$ cat config.mk
export PLATFORM = sky130hd
export DESIGN_NAME = msd_fe_adc_emulator_flat
export DESIGN_NICKNAME = d
export VERILOG_FILES = /design/src/rtl/msd_fe_adc_emulator_pkg.sv /design/src/rtl/msd_fe_adc_emulator_if.sv /design/src/rtl/msd_fe_adc_emulator_lfsr.sv /design/src/rtl/msd_fe_adc_emulator.sv /design/src/flat_wrapper.sv
export SDC_FILE = /design/constraint.sdc
export NUM_CORES = 1
export LEC_CHECK = 0
export ABC_CLOCK_PERIOD_IN_PS = 2300
export CORE_MARGIN = 2
export CORE_UTILIZATION = 31
export DETAILED_ROUTE_END_ITERATION = 12
export DONT_BUFFER_PORTS = 1
export SLEW_MARGIN = 20
export SYNTH_ARGS = -nofsm -noshare
export SYNTH_HDL_FRONTEND = slang
export SYNTH_SLANG_ARGS = --single-unit
export TNS_END_PERCENT = 50
$ cat constraint.sdc
create_clock -name iCLK -period 2.3 [get_ports iCLK]
set_input_delay 0.23 -clock iCLK [delete_from_list [all_inputs] [get_ports iCLK]]
set_output_delay 0.23 -clock iCLK [all_outputs]
set_load 0.01 [all_outputs]
$ cat src/rtl/msd_fe_adc_emulator_pkg.sv
// -----------------------------------------------------------------------------
// Shared declarations for the microstrip front-end / ADC emulator.
//
// FOOTpackage : readout-wide sizing constants (ADC width, channels per chain,
//               number of serial ADC lines).
// pkgMsdEmu   : emulator FSM state encoding, field widths of the traceable
//               sample word and the noise LFSR constants.
// -----------------------------------------------------------------------------
package FOOTpackage;
  localparam int cadc_data_width = 16;
  localparam int cfe_channels    = 64;
  localparam int ctotal_adcs     = 10;
endpackage : FOOTpackage

package pkgMsdEmu;
  typedef enum logic [1:0] {
    IDLE  = 2'd0,
    HOLD  = 2'd1,
    SHIFT = 2'd2
  } emu_state_t;

  // Sample word layout, MSB to LSB: {adc index, event, channel}
  localparam int ADC_FIELD_W  = 4;
  localparam int EVT_FIELD_W  = 4;
  localparam int CHAN_FIELD_W = 8;
  localparam int WORD_W       = ADC_FIELD_W + EVT_FIELD_W + CHAN_FIELD_W;

  // Galois LFSR used by the optional noise feature
  localparam logic [15:0] LFSR_POLY = 16'hB400;
  localparam logic [15:0] LFSR_SEED = 16'hACE1;

  function automatic logic [WORD_W-1:0] pack_word(
    input logic [ADC_FIELD_W-1:0]  adc,
    input logic [EVT_FIELD_W-1:0]  evt,
    input logic [CHAN_FIELD_W-1:0] chan
  );
    return {adc, evt, chan};
  endfunction
endpackage : pkgMsdEmu

$ cat src/rtl/msd_fe_adc_emulator_if.sv
// -----------------------------------------------------------------------------
// FE/ADC strobe bus between the readout sequencer and the emulator.
//
//   iFE_HOLD    hold, high for one event readout        (sequencer -> emulator)
//   iFE_CLK     FE shift clock, rising edge = next chan (sequencer -> emulator)
//   iADC_CS_N   ADC chip select, active low             (sequencer -> emulator)
//   iADC_SCLK   ADC serial clock                        (sequencer -> emulator)
//   oADC_SDATA  one MSB-first serial line per ADC       (emulator -> sequencer)
//
// master = sequencer side, slave = emulator side.
// -----------------------------------------------------------------------------
interface msd_fe_adc_emulator_if
  import FOOTpackage::*;
#(
  parameter int TOTAL_ADCS = ctotal_adcs
);
  logic                  iFE_HOLD;
  logic                  iFE_CLK;
  logic                  iADC_CS_N;
  logic                  iADC_SCLK;
  logic [TOTAL_ADCS-1:0] oADC_SDATA;

  modport master (
    output iFE_HOLD, iFE_CLK, iADC_CS_N, iADC_SCLK,
    input  oADC_SDATA
  );

  modport slave (
    input  iFE_HOLD, iFE_CLK, iADC_CS_N, iADC_SCLK,
    output oADC_SDATA
  );
endinterface : msd_fe_adc_emulator_if

$ cat src/rtl/msd_fe_adc_emulator_lfsr.sv
// -----------------------------------------------------------------------------
// msd_emu_lfsr: 16-bit Galois LFSR (polynomial 0xB400, seed 0xACE1) that
// steps once per i_adv pulse. Only its low three bits are exported; they are
// the noise mixed into the channel field of loaded words.
//
//   i_clk    system clock
//   i_rst    async active-high reset, restores the seed
//   i_adv    advance one step
//   o_noise  current low three bits of the LFSR state
// -----------------------------------------------------------------------------
module msd_emu_lfsr
  import pkgMsdEmu::*;
(
  input  logic       i_clk,
  input  logic       i_rst,
  input  logic       i_adv,
  output logic [2:0] o_noise
);
  logic [15:0] r_lfsr;

  always_ff @(posedge i_clk or posedge i_rst) begin
    if (i_rst) begin
      r_lfsr <= LFSR_SEED;
    end else if (i_adv) begin
      r_lfsr <= (r_lfsr >> 1) ^ (r_lfsr[0] ? LFSR_POLY : 16'h0000);
    end
  end

  assign o_noise = r_lfsr[2:0];
endmodule : msd_emu_lfsr

$ cat src/rtl/msd_fe_adc_emulator.sv
// -----------------------------------------------------------------------------
// msd_fe_adc_emulator: responder-side emulation of the microstrip FE daisy
// chain and its serial ADCs. Every loaded word is {adc, evt[3:0], chan[7:0]}
// resized at the MSB end to ADC_DATA_WIDTH, so every sample is traceable.
//
// Ports
//   iCLK       fast system clock
//   iRST       async active-high reset
//   fe_if      strobe bus (slave modport): hold, FE clock, CS_N, SCLK in;
//              one serial data line per ADC out
//   oEVT_CNT   number of hold rising edges seen (wraps at 16 bits)
//   oOVERRUN   sticky: FE clock edge received while already at last channel
//
// Optional build macro MSD_EMU_NOISE_EN: XORs the low 3 bits of a per-load
// LFSR into chan[2:0] of every loaded word.
// -----------------------------------------------------------------------------
module msd_fe_adc_emulator
  import FOOTpackage::*;
  import pkgMsdEmu::*;
#(
  parameter int ADC_DATA_WIDTH = cadc_data_width,
  parameter int FE_CHANNELS    = cfe_channels,
  parameter int TOTAL_ADCS     = ctotal_adcs
)(
  input  logic                  iCLK,
  input  logic                  iRST,
  msd_fe_adc_emulator_if.slave  fe_if,
  output logic [15:0]           oEVT_CNT,
  output logic                  oOVERRUN
);
  localparam logic [CHAN_FIELD_W-1:0] LAST_CH = CHAN_FIELD_W'(FE_CHANNELS - 1);

  emu_state_t                r_state;
  logic [CHAN_FIELD_W-1:0]   r_chan;
  logic [15:0]               r_evt;
  logic                      r_ovr;
  logic [ADC_DATA_WIDTH-1:0] r_sreg [TOTAL_ADCS];

  // Strobe synchronisers: _p0 is the first register, _p1 the edge reference
  logic r_hold_p0, r_hold_p1;
  logic r_fe_p0,   r_fe_p1;
  logic r_cs_p0,   r_cs_p1;
  logic r_sclk_p0, r_sclk_p1;

  logic                      w_hold_rise, w_hold_fall, w_fe_rise;
  logic                      w_cs_fall, w_cs_rise, w_sclk_fall;
  logic                      w_load;
  logic [CHAN_FIELD_W-1:0]   w_chan_ld;
  logic [ADC_DATA_WIDTH-1:0] w_ld [TOTAL_ADCS];

  // ---- stage p0/p1: register strobes twice ----
  always_ff @(posedge iCLK or posedge iRST) begin
    if (iRST) begin
      r_hold_p0 <= 1'b0;  r_hold_p1 <= 1'b0;
      r_fe_p0   <= 1'b0;  r_fe_p1   <= 1'b0;
      r_cs_p0   <= 1'b1;  r_cs_p1   <= 1'b1;
      r_sclk_p0 <= 1'b0;  r_sclk_p1 <= 1'b0;
    end else begin
      r_hold_p0 <= fe_if.iFE_HOLD;   r_hold_p1 <= r_hold_p0;
      r_fe_p0   <= fe_if.iFE_CLK;    r_fe_p1   <= r_fe_p0;
      r_cs_p0   <= fe_if.iADC_CS_N;  r_cs_p1   <= r_cs_p0;
      r_sclk_p0 <= fe_if.iADC_SCLK;  r_sclk_p1 <= r_sclk_p0;
    end
  end

  assign w_hold_rise = r_hold_p0 & ~r_hold_p1;
  assign w_hold_fall = ~r_hold_p0 & r_hold_p1;
  assign w_fe_rise   = r_fe_p0 & ~r_fe_p1;
  assign w_cs_fall   = ~r_cs_p0 & r_cs_p1;
  assign w_cs_rise   = r_cs_p0 & ~r_cs_p1;
  assign w_sclk_fall = ~r_sclk_p0 & r_sclk_p1;

  // Hold falling in the same cycle as CS falling suppresses the load
  assign w_load = (r_state == HOLD) && w_cs_fall && !w_hold_fall;

`ifdef MSD_EMU_NOISE_EN
  logic [2:0] w_noise;

  msd_emu_lfsr u_lfsr (
    .i_clk   (iCLK),
    .i_rst   (iRST),
    .i_adv   (w_load),
    .o_noise (w_noise)
  );

  assign w_chan_ld = r_chan ^ {{(CHAN_FIELD_W-3){1'b0}}, w_noise};
`else
  assign w_chan_ld = r_chan;
`endif

  always_comb begin
    for (int i = 0; i < TOTAL_ADCS; i++) begin
      w_ld[i] = ADC_DATA_WIDTH'(pack_word(ADC_FIELD_W'(i), r_evt[EVT_FIELD_W-1:0], w_chan_ld));
    end
  end

  // ---- stage p2: FSM, counters and shift registers ----
  // r_chan is read before its own update, so a load coinciding with an FE
  // clock edge captures the pre-increment channel.
  always_ff @(posedge iCLK or posedge iRST) begin
    if (iRST) begin
      r_state <= IDLE;
      r_chan  <= '0;
      r_evt   <= '0;
      r_ovr   <= 1'b0;
      for (int i = 0; i < TOTAL_ADCS; i++) r_sreg[i] <= '0;
    end else begin
      unique case (r_state)
        IDLE: begin
          if (w_hold_rise) begin
            r_chan  <= '0;
            r_evt   <= r_evt + 16'd1;
            r_state <= HOLD;
          end
        end
        HOLD, SHIFT: begin
          if (w_fe_rise) begin
            if (r_chan == LAST_CH) r_ovr  <= 1'b1;
            else                   r_chan <= r_chan + 1'b1;
          end
          if (r_state == HOLD) begin
            if (w_hold_fall) begin
              r_state <= IDLE;
            end else if (w_load) begin
              for (int i = 0; i < TOTAL_ADCS; i++) r_sreg[i] <= w_ld[i];
              r_state <= SHIFT;
            end
          end else begin
            if (w_cs_rise) begin
              r_state <= r_hold_p0 ? HOLD : IDLE;
            end else if (w_sclk_fall) begin
              for (int i = 0; i < TOTAL_ADCS; i++)
                r_sreg[i] <= {r_sreg[i][ADC_DATA_WIDTH-2:0], 1'b0};
            end
          end
        end
        default: r_state <= IDLE;
      endcase
    end
  end

  genvar g;
  for (g = 0; g < TOTAL_ADCS; g++) begin : g_sdata
    assign fe_if.oADC_SDATA[g] = r_sreg[g][ADC_DATA_WIDTH-1];
  end

  assign oEVT_CNT = r_evt;
  assign oOVERRUN = r_ovr;
endmodule : msd_fe_adc_emulator

$ cat src/flat_wrapper.sv
// flat-port wrapper written by rule: the top's interface ports become plain ports
module msd_fe_adc_emulator_flat import FOOTpackage::*; import pkgMsdEmu::*;
#(
  parameter int ADC_DATA_WIDTH = cadc_data_width,
  parameter int FE_CHANNELS    = cfe_channels,
  parameter int TOTAL_ADCS     = ctotal_adcs
)
  (iCLK, iRST, oEVT_CNT, oOVERRUN, fe_if_iFE_HOLD, fe_if_iFE_CLK, fe_if_iADC_CS_N, fe_if_iADC_SCLK, fe_if_oADC_SDATA);
  msd_fe_adc_emulator_if #(.TOTAL_ADCS(TOTAL_ADCS)) fe_if_i ();
  input  logic iCLK;
  input  logic iRST;
  output logic [15:0] oEVT_CNT;
  output logic oOVERRUN;
  input wire logic [$bits(fe_if_i.iFE_HOLD)-1:0] fe_if_iFE_HOLD;
  input wire logic [$bits(fe_if_i.iFE_CLK)-1:0] fe_if_iFE_CLK;
  input wire logic [$bits(fe_if_i.iADC_CS_N)-1:0] fe_if_iADC_CS_N;
  input wire logic [$bits(fe_if_i.iADC_SCLK)-1:0] fe_if_iADC_SCLK;
  output wire logic [$bits(fe_if_i.oADC_SDATA)-1:0] fe_if_oADC_SDATA;
  assign fe_if_i.iFE_HOLD = fe_if_iFE_HOLD;
  assign fe_if_i.iFE_CLK = fe_if_iFE_CLK;
  assign fe_if_i.iADC_CS_N = fe_if_iADC_CS_N;
  assign fe_if_i.iADC_SCLK = fe_if_iADC_SCLK;
  assign fe_if_oADC_SDATA = fe_if_i.oADC_SDATA;
  msd_fe_adc_emulator #(.ADC_DATA_WIDTH(ADC_DATA_WIDTH), .FE_CHANNELS(FE_CHANNELS), .TOTAL_ADCS(TOTAL_ADCS)) u_core (.iCLK(iCLK), .iRST(iRST), .fe_if(fe_if_i), .oEVT_CNT(oEVT_CNT), .oOVERRUN(oOVERRUN));
endmodule
* Word level (Yosys, flattened, before mapping)
Cells that the tools add are included.
** Operators by class
- Bitwise logic cells :: 12
- Multiplexer cells :: 16
- Equal/unequal tests :: 11
- Add/sub/neg operators :: 2
- Reduce and logical (&&, ||, !) cells :: 12
** Operators by type and width (count)
- $mux 160 :: 5
- $mux 8 :: 3
- $add 16x1->16 const B :: 1
- $pmux 8 s2 :: 1
- $mux 2 :: 5
- $add 8x1->8 const B :: 1
- $eq 8x6->1 const B :: 1
- $and 1x1->1 :: 6
- $ne 2x1->1 const B :: 3
- $ne 2x2->1 const B :: 3
- $not 1->1 :: 6
- $reduce_and 3->1 :: 2
- $reduce_and 5->1 :: 1
- $ne 4x2->1 const B :: 1
- $pmux 2 s2 :: 1
- $reduce_and 4->1 :: 1
- $reduce_bool 2->1 :: 2
- $ne 3x1->1 const B :: 1
- $eq 2x1->1 const B :: 1
- $eq 2x2->1 const B :: 1
- $logic_and 1x1->1 :: 2
- $logic_not 2->1 :: 1
- $reduce_and 2->1 :: 1
- $reduce_or 2->1 :: 1
- other kinds (2) :: 2
** Storage, ports and cells
- Input port bits :: 6
- Output and inout bits :: 27
- Word-level logic and storage cells :: 75
- Register bits after elaboration :: 195

* Depth between registers and ports, before layout
- Depth after elaboration :: 8
- Depth in mapped cells :: 8
- Depth with buffers taken out :: 6

* Least setup slack after synthesis
OpenSTA, ideal clock, no wires.
- Path kind :: flip-flop to flip-flop
- Start point :: reg u_core.r_state[0]
- End point :: reg u_core.r_sreg (netlist bit u_core.fe_if.oADC_SDATA[0])
- Setup time :: 121 ps
- Arrival :: 1686 ps
- Setup slack :: 493 ps
- Required time :: 2179 ps
- Clock period less this slack :: 1807 ps
- Cell stages (with the launch flop) :: 9
- Cells stage by stage :: dfrtp_1 inv_1 ha_1 buf_2 and4bb_1 and2_1 buf_2 buf_2 a22o_1
** Between the ends
- Cells in the longest elaborated chain, start to end :: 5
- Elaborated cells between the ends (all ways) :: 11
** Ends and longest elaborated chain
- start: declaration :: RTL line msd_fe_adc_emulator.sv:33 : emu_state_t r_state;
- start signal: assignment :: RTL line msd_fe_adc_emulator.sv:130 : r_state <= r_hold_p0 ? HOLD : IDLE;
- $eq 2x1->1 :: RTL line msd_fe_adc_emulator.sv:74, msd_fe_adc_emulator.sv:108, msd_fe_adc_emulator.sv:121
- $logic_and 1x1->1 (2 in series) :: RTL line msd_fe_adc_emulator.sv:74 : assign w_load = (r_state == HOLD) && w_cs_fall && !w_hold_fall;
- $ne 2x1->1 (no source line)
- $reduce_and 5->1 (no source line)
- end signal: indexed assignment :: RTL line msd_fe_adc_emulator.sv:133 : r_sreg[i] <= {r_sreg[i][ADC_DATA_WIDTH-2:0], 1'b0};
- end: declaration :: RTL line msd_fe_adc_emulator.sv:37 : logic [ADC_DATA_WIDTH-1:0] r_sreg [TOTAL_ADCS];
Several ways; a longest one is shown, not always the timed one.
A chain may end at the register's enable or synchronous reset.

* Final worst setup path
- Start point :: reg u_core.r_state[1]
- End point :: reg u_core.r_evt[14], in the netlist u_core.oEVT_CNT[14]
** Between the ends
- Cells in the longest elaborated chain, start to end :: 2
** Ends and longest elaborated chain
- $logic_not 2->1 :: RTL line msd_fe_adc_emulator.sv:108 : unique case (r_state)
- $reduce_and 2->1 (no source line)
- end signal: assignment :: RTL line msd_fe_adc_emulator.sv:112 : r_evt <= r_evt + 16'd1;
- end: declaration :: RTL line msd_fe_adc_emulator.sv:35 : logic [15:0] r_evt;
No other way between the ends.

==> results by stage <==
Job:
- The tool flagged a number of max-cap violations equal to 0.

Yosys:
- The count of unique library cells instantiated by Yosys is 47.
- Synthesis handed over a netlist of 270 instances.
- The net count of the mapped netlist is 282.
- The post-synthesis sequential area ratio is 0.5563.
- In this run the mean area of a mapped cell was 11.84 µm².
- Among all flip-flop cells after synthesis, the most frequent one is sky130_fd_sc_hd__dfrtp_1.
- The number of synthesized flops with an enable pin is 0.
- Ranked by total cell area, the synthesized netlist is headed by sky130_fd_sc_hd__dfrtp_1 (54%), sky130_fd_sc_hd__a22o_1 (4.4%), sky130_fd_sc_hd__mux2i_1 (4.4%), sky130_fd_sc_hd__a21oi_1 (3.9%), sky130_fd_sc_hd__xnor2_1 (2.7%).
- By count the netlist is led by sky130_fd_sc_hd__dfrtp_1 (69), sky130_fd_sc_hd__a21oi_1 (25), sky130_fd_sc_hd__nand2_1 (20).
- The number of synthesized register bits is 71.
- In the post-synthesis netlist, the cell with the most instances is sky130_fd_sc_hd__dfrtp_1.
- The share of flip-flops with an asynchronous set or reset after synthesis is 1.000.
- Of the post-synthesis cell area, the dominant cell type holds 0.5399.
- The number of warnings reported in the yosys synthesis log is 0.
- The cell area after synthesis is 3198 µm².
- The cell type contributing the most total cell area after synthesis is sky130_fd_sc_hd__dfrtp_1.

Global routing:
- Summed over all layers, the global routing overflow is 0.
- The via count of the first global-routing pass is 2032.
- Across every metal layer, demand over resource in global routing totals 0.1131.
- The number of antenna violations at the first check in global routing came to 0.
- Entering global routing, the biggest net connects 72 pins.
- The global-route wire length before repair is 10.12 mm.

Floorplanning:
- The effective utilization at floorplan is 0.3140.
- After floorplanning, the core was sized to cover 10180 µm².
- The number of placement rows is 37.
- The floorplan step defined a die boundary enclosing 11150 µm².
- The horizontal die dimension is 105.6 µm.
- The number of I/O pins is 33.
- The die outline height is 105.6 µm.

STA:
- The top achievable clock speed is 0.5067 GHz.
- The final-report max-slew violation count is 0.
- The worst slack on hold paths is 0.3869 ns.
- The transition time of the tightest slew-check pin is 0.5339 ns.
- The worst path in the final design needs a cycle of 1.974 ns, including I/O delays and setup.
- The total setup violations reported at the end of the flow is 0.
- The worst-case headroom to the max-slew limit is 0.6441.
- The final-report hold violation count came to 0.
- The post-route clock skew is 0.007223 ns.
- The share of the cycle needed by the critical path after routing is 0.8580.
- In the final timing run, aggregate negative setup slack is 0 ns.
- Setup repair after global routing left no endpoint under its margin.

Worst setup path:
- The cell family contributing the most delay on the critical path is simple AND/OR/NAND/NOR gates.
- The category of the most critical setup path is reg -> reg.
- Traced cell by cell, the critical path runs through inv_1 > ha_1 > nand4b_1 > nor3_1 > nand2_1 > xnor2_1.
- The arrival time of the worst setup path is 2.20 ns.
- STA classifies the critical path startpoint as a flip-flop.
- The required time of the critical path is 2.52 ns.
- The total buffers and inverters traversed by the critical path is 1.
- The critical path capture point type is a flip-flop.
- The standard cell with the maximum stage delay on the critical path is sky130_fd_sc_hd__nor3_1.
- The highest fanout seen on the critical path is 7.
- The largest single stage delay on the critical path is 0.44 ns.

Hold path:
- The type of the tightest min-delay check is reg -> reg.

Detailed routing:
- The total DRC errors in the routed layout is 0.
- The met3 routed wirelength is 156 µm.
- Routed signal wires occupy layers up through met4.
- The average vias per placed instance is 4.889.
- The number of optimization iterations in the first detailed-route pass is 4.
- In the final routing, the length of wire on met1 measures 2.768 mm.
- Summing over every cut layer, the via total after detailed routing is 2019.
- The overall routed net length is 5.821 mm.
- The detailed route wirelength on metal2 is 2.781 mm.
- The number of nets with antenna violations after detailed routing is 0.
- In this run, the number of DRC markers left after iteration 0 of detailed routing was 134.
- In the final routed layout, each cell accounts on average for 14.09 µm.

Final layout:
- The footprint of the multi-input gates is 1251 µm².
- Across the whole layout, storage elements account for 1779 µm².
- Relative to the synthesized area, the layout overhead comes to 11.39%.
- The final layout net count is 284.
- Of the cells placed in the final design, the portion with a size suffix greater than 1 is 0.1408.
- The total inserted antenna cells is 0.
- The fill cell total of the finished layout is 1006.

Clock network:
- The clock transition at the registers of the reported paths is 0.07 ns.
- The number of sinks handled by clock tree synthesis is 71.
- In this run, post-CTS repair resized a total of 0 instances.
- The maximum clock path buffer count is 2.
- The H-tree was split into 3 levels.
- Counting the buffers created by CTS gives 9.
- The count of hold-fix buffers inserted at cts is 5.
- In this run the clock root is driven by a sky130_fd_sc_hd__clkbuf_8.
- TritonCTS built the clock tree.
- The buffers inserted during post-CTS setup optimization is 0.
- The worst-skew pair later-pin latency is 0.34 ns.

Placed design:
- The number of buffers added on ports is 0.
- The wire-length estimate of the detail-placed layout is 3.801 mm.
- Routability-driven placement finished with a final weighted congestion of 0.7420.

Power:
- The static leakage is 1.551 nW.
- The worst-case IR drop observed on VDD is 0.0004435 V.
- The areal power density over the cells is 1266 nW/µm².

Run status:
- The flow ran to the end, and the final reports show no timing, DRC or antenna violations.
-- layout by cell type, fill, tap and decap left out, drive strengths merged, types with 9 or more instances in the layout --
cell,synthesis,final
dfrtp,69,69
a21oi,26,26
nand2,21,21
a22o,16,16
mux2i,14,14
clkbuf,1,14
a31oi,10,10
xnor2,10,10
o22a,9,9
nand3,9,9
-- per-stage QoR --
stage          power, W  setup WS (ns)  utilization  instances  cell area [µm²]
2_1_floorplan  0.003235         0.2767            -        270             3198
3_3_place_gp   0.003439         0.3626       0.3232        392             3292
3_5_place_dp   0.003480         0.3222       0.3232        392             3292
4_1_cts        0.004574         0.3220       0.3498        413             3562
5_1_grt        0.004846         0.1050       0.3498        413             3562
6_report       0.004511         0.3265       0.3498        413             3562
-- final cells by class --
class / instances / share of cell area
well taps: 136 / 0.04777
repair buffers: 12 / 0.03231
flip-flops and latches: 71 / 0.4995
multi-input cells: 171 / 0.3512
clock inverters: 2 / 0.01054
inverters: 7 / 0.007376
clock buffers: 14 / 0.05128
-- logic make-up (layout without fill, tap and decap cells) --
family	Yosys count	after routing	share of synthesized area
mux	16	16	0.05086
fa+ha+maj	6	6	0.02347
xor+xnor	15	15	0.04108
compound gates	70	70	0.1495
flops	71	71	0.5563
buf+inv	28	35	0.05243
simple gates	64	64	0.1264
-- report_power, final --
part           switching, W  internal, W
registers          0.000356      0.00163
clock network      0.000446     0.000621
logic              0.000779     0.000683
-- final timing paths --
path	startpoint	to	depth (start not counted)	slack [ns]
max	u_core.r_state[1]	u_core.oEVT_CNT[14]	6	0.33
min	u_core.r_fe_p0	u_core.r_fe_p1	0	0.39
max reg2reg	u_core.r_state[1]	u_core.oEVT_CNT[14]	6	0.33
min reg2reg	u_core.r_fe_p0	u_core.r_fe_p1	0	0.39
max in group asynchronous	iRST	u_core.r_cs_p1	3	1.54
min in group asynchronous	iRST	u_core.oEVT_CNT[11]	3	0.42
-- registers in the layout, summed over array words and instances (netlist names), 2 cells and up --
register	flops
u_core.r_chan	8
u_core.r_sreg	26
u_core.fe_if.oADC_SDATA	10
u_core.oEVT_CNT	16
u_core.r_state	2
-- per-layer routing --
layer,GRT usage,vias to the layer above
met3,0.02412,10
met5,0,-
met1,0.1476,1003
met4,0.05733,0
met2,0.1774,31
li1,-,975
(Power assumes the default switching activity.)
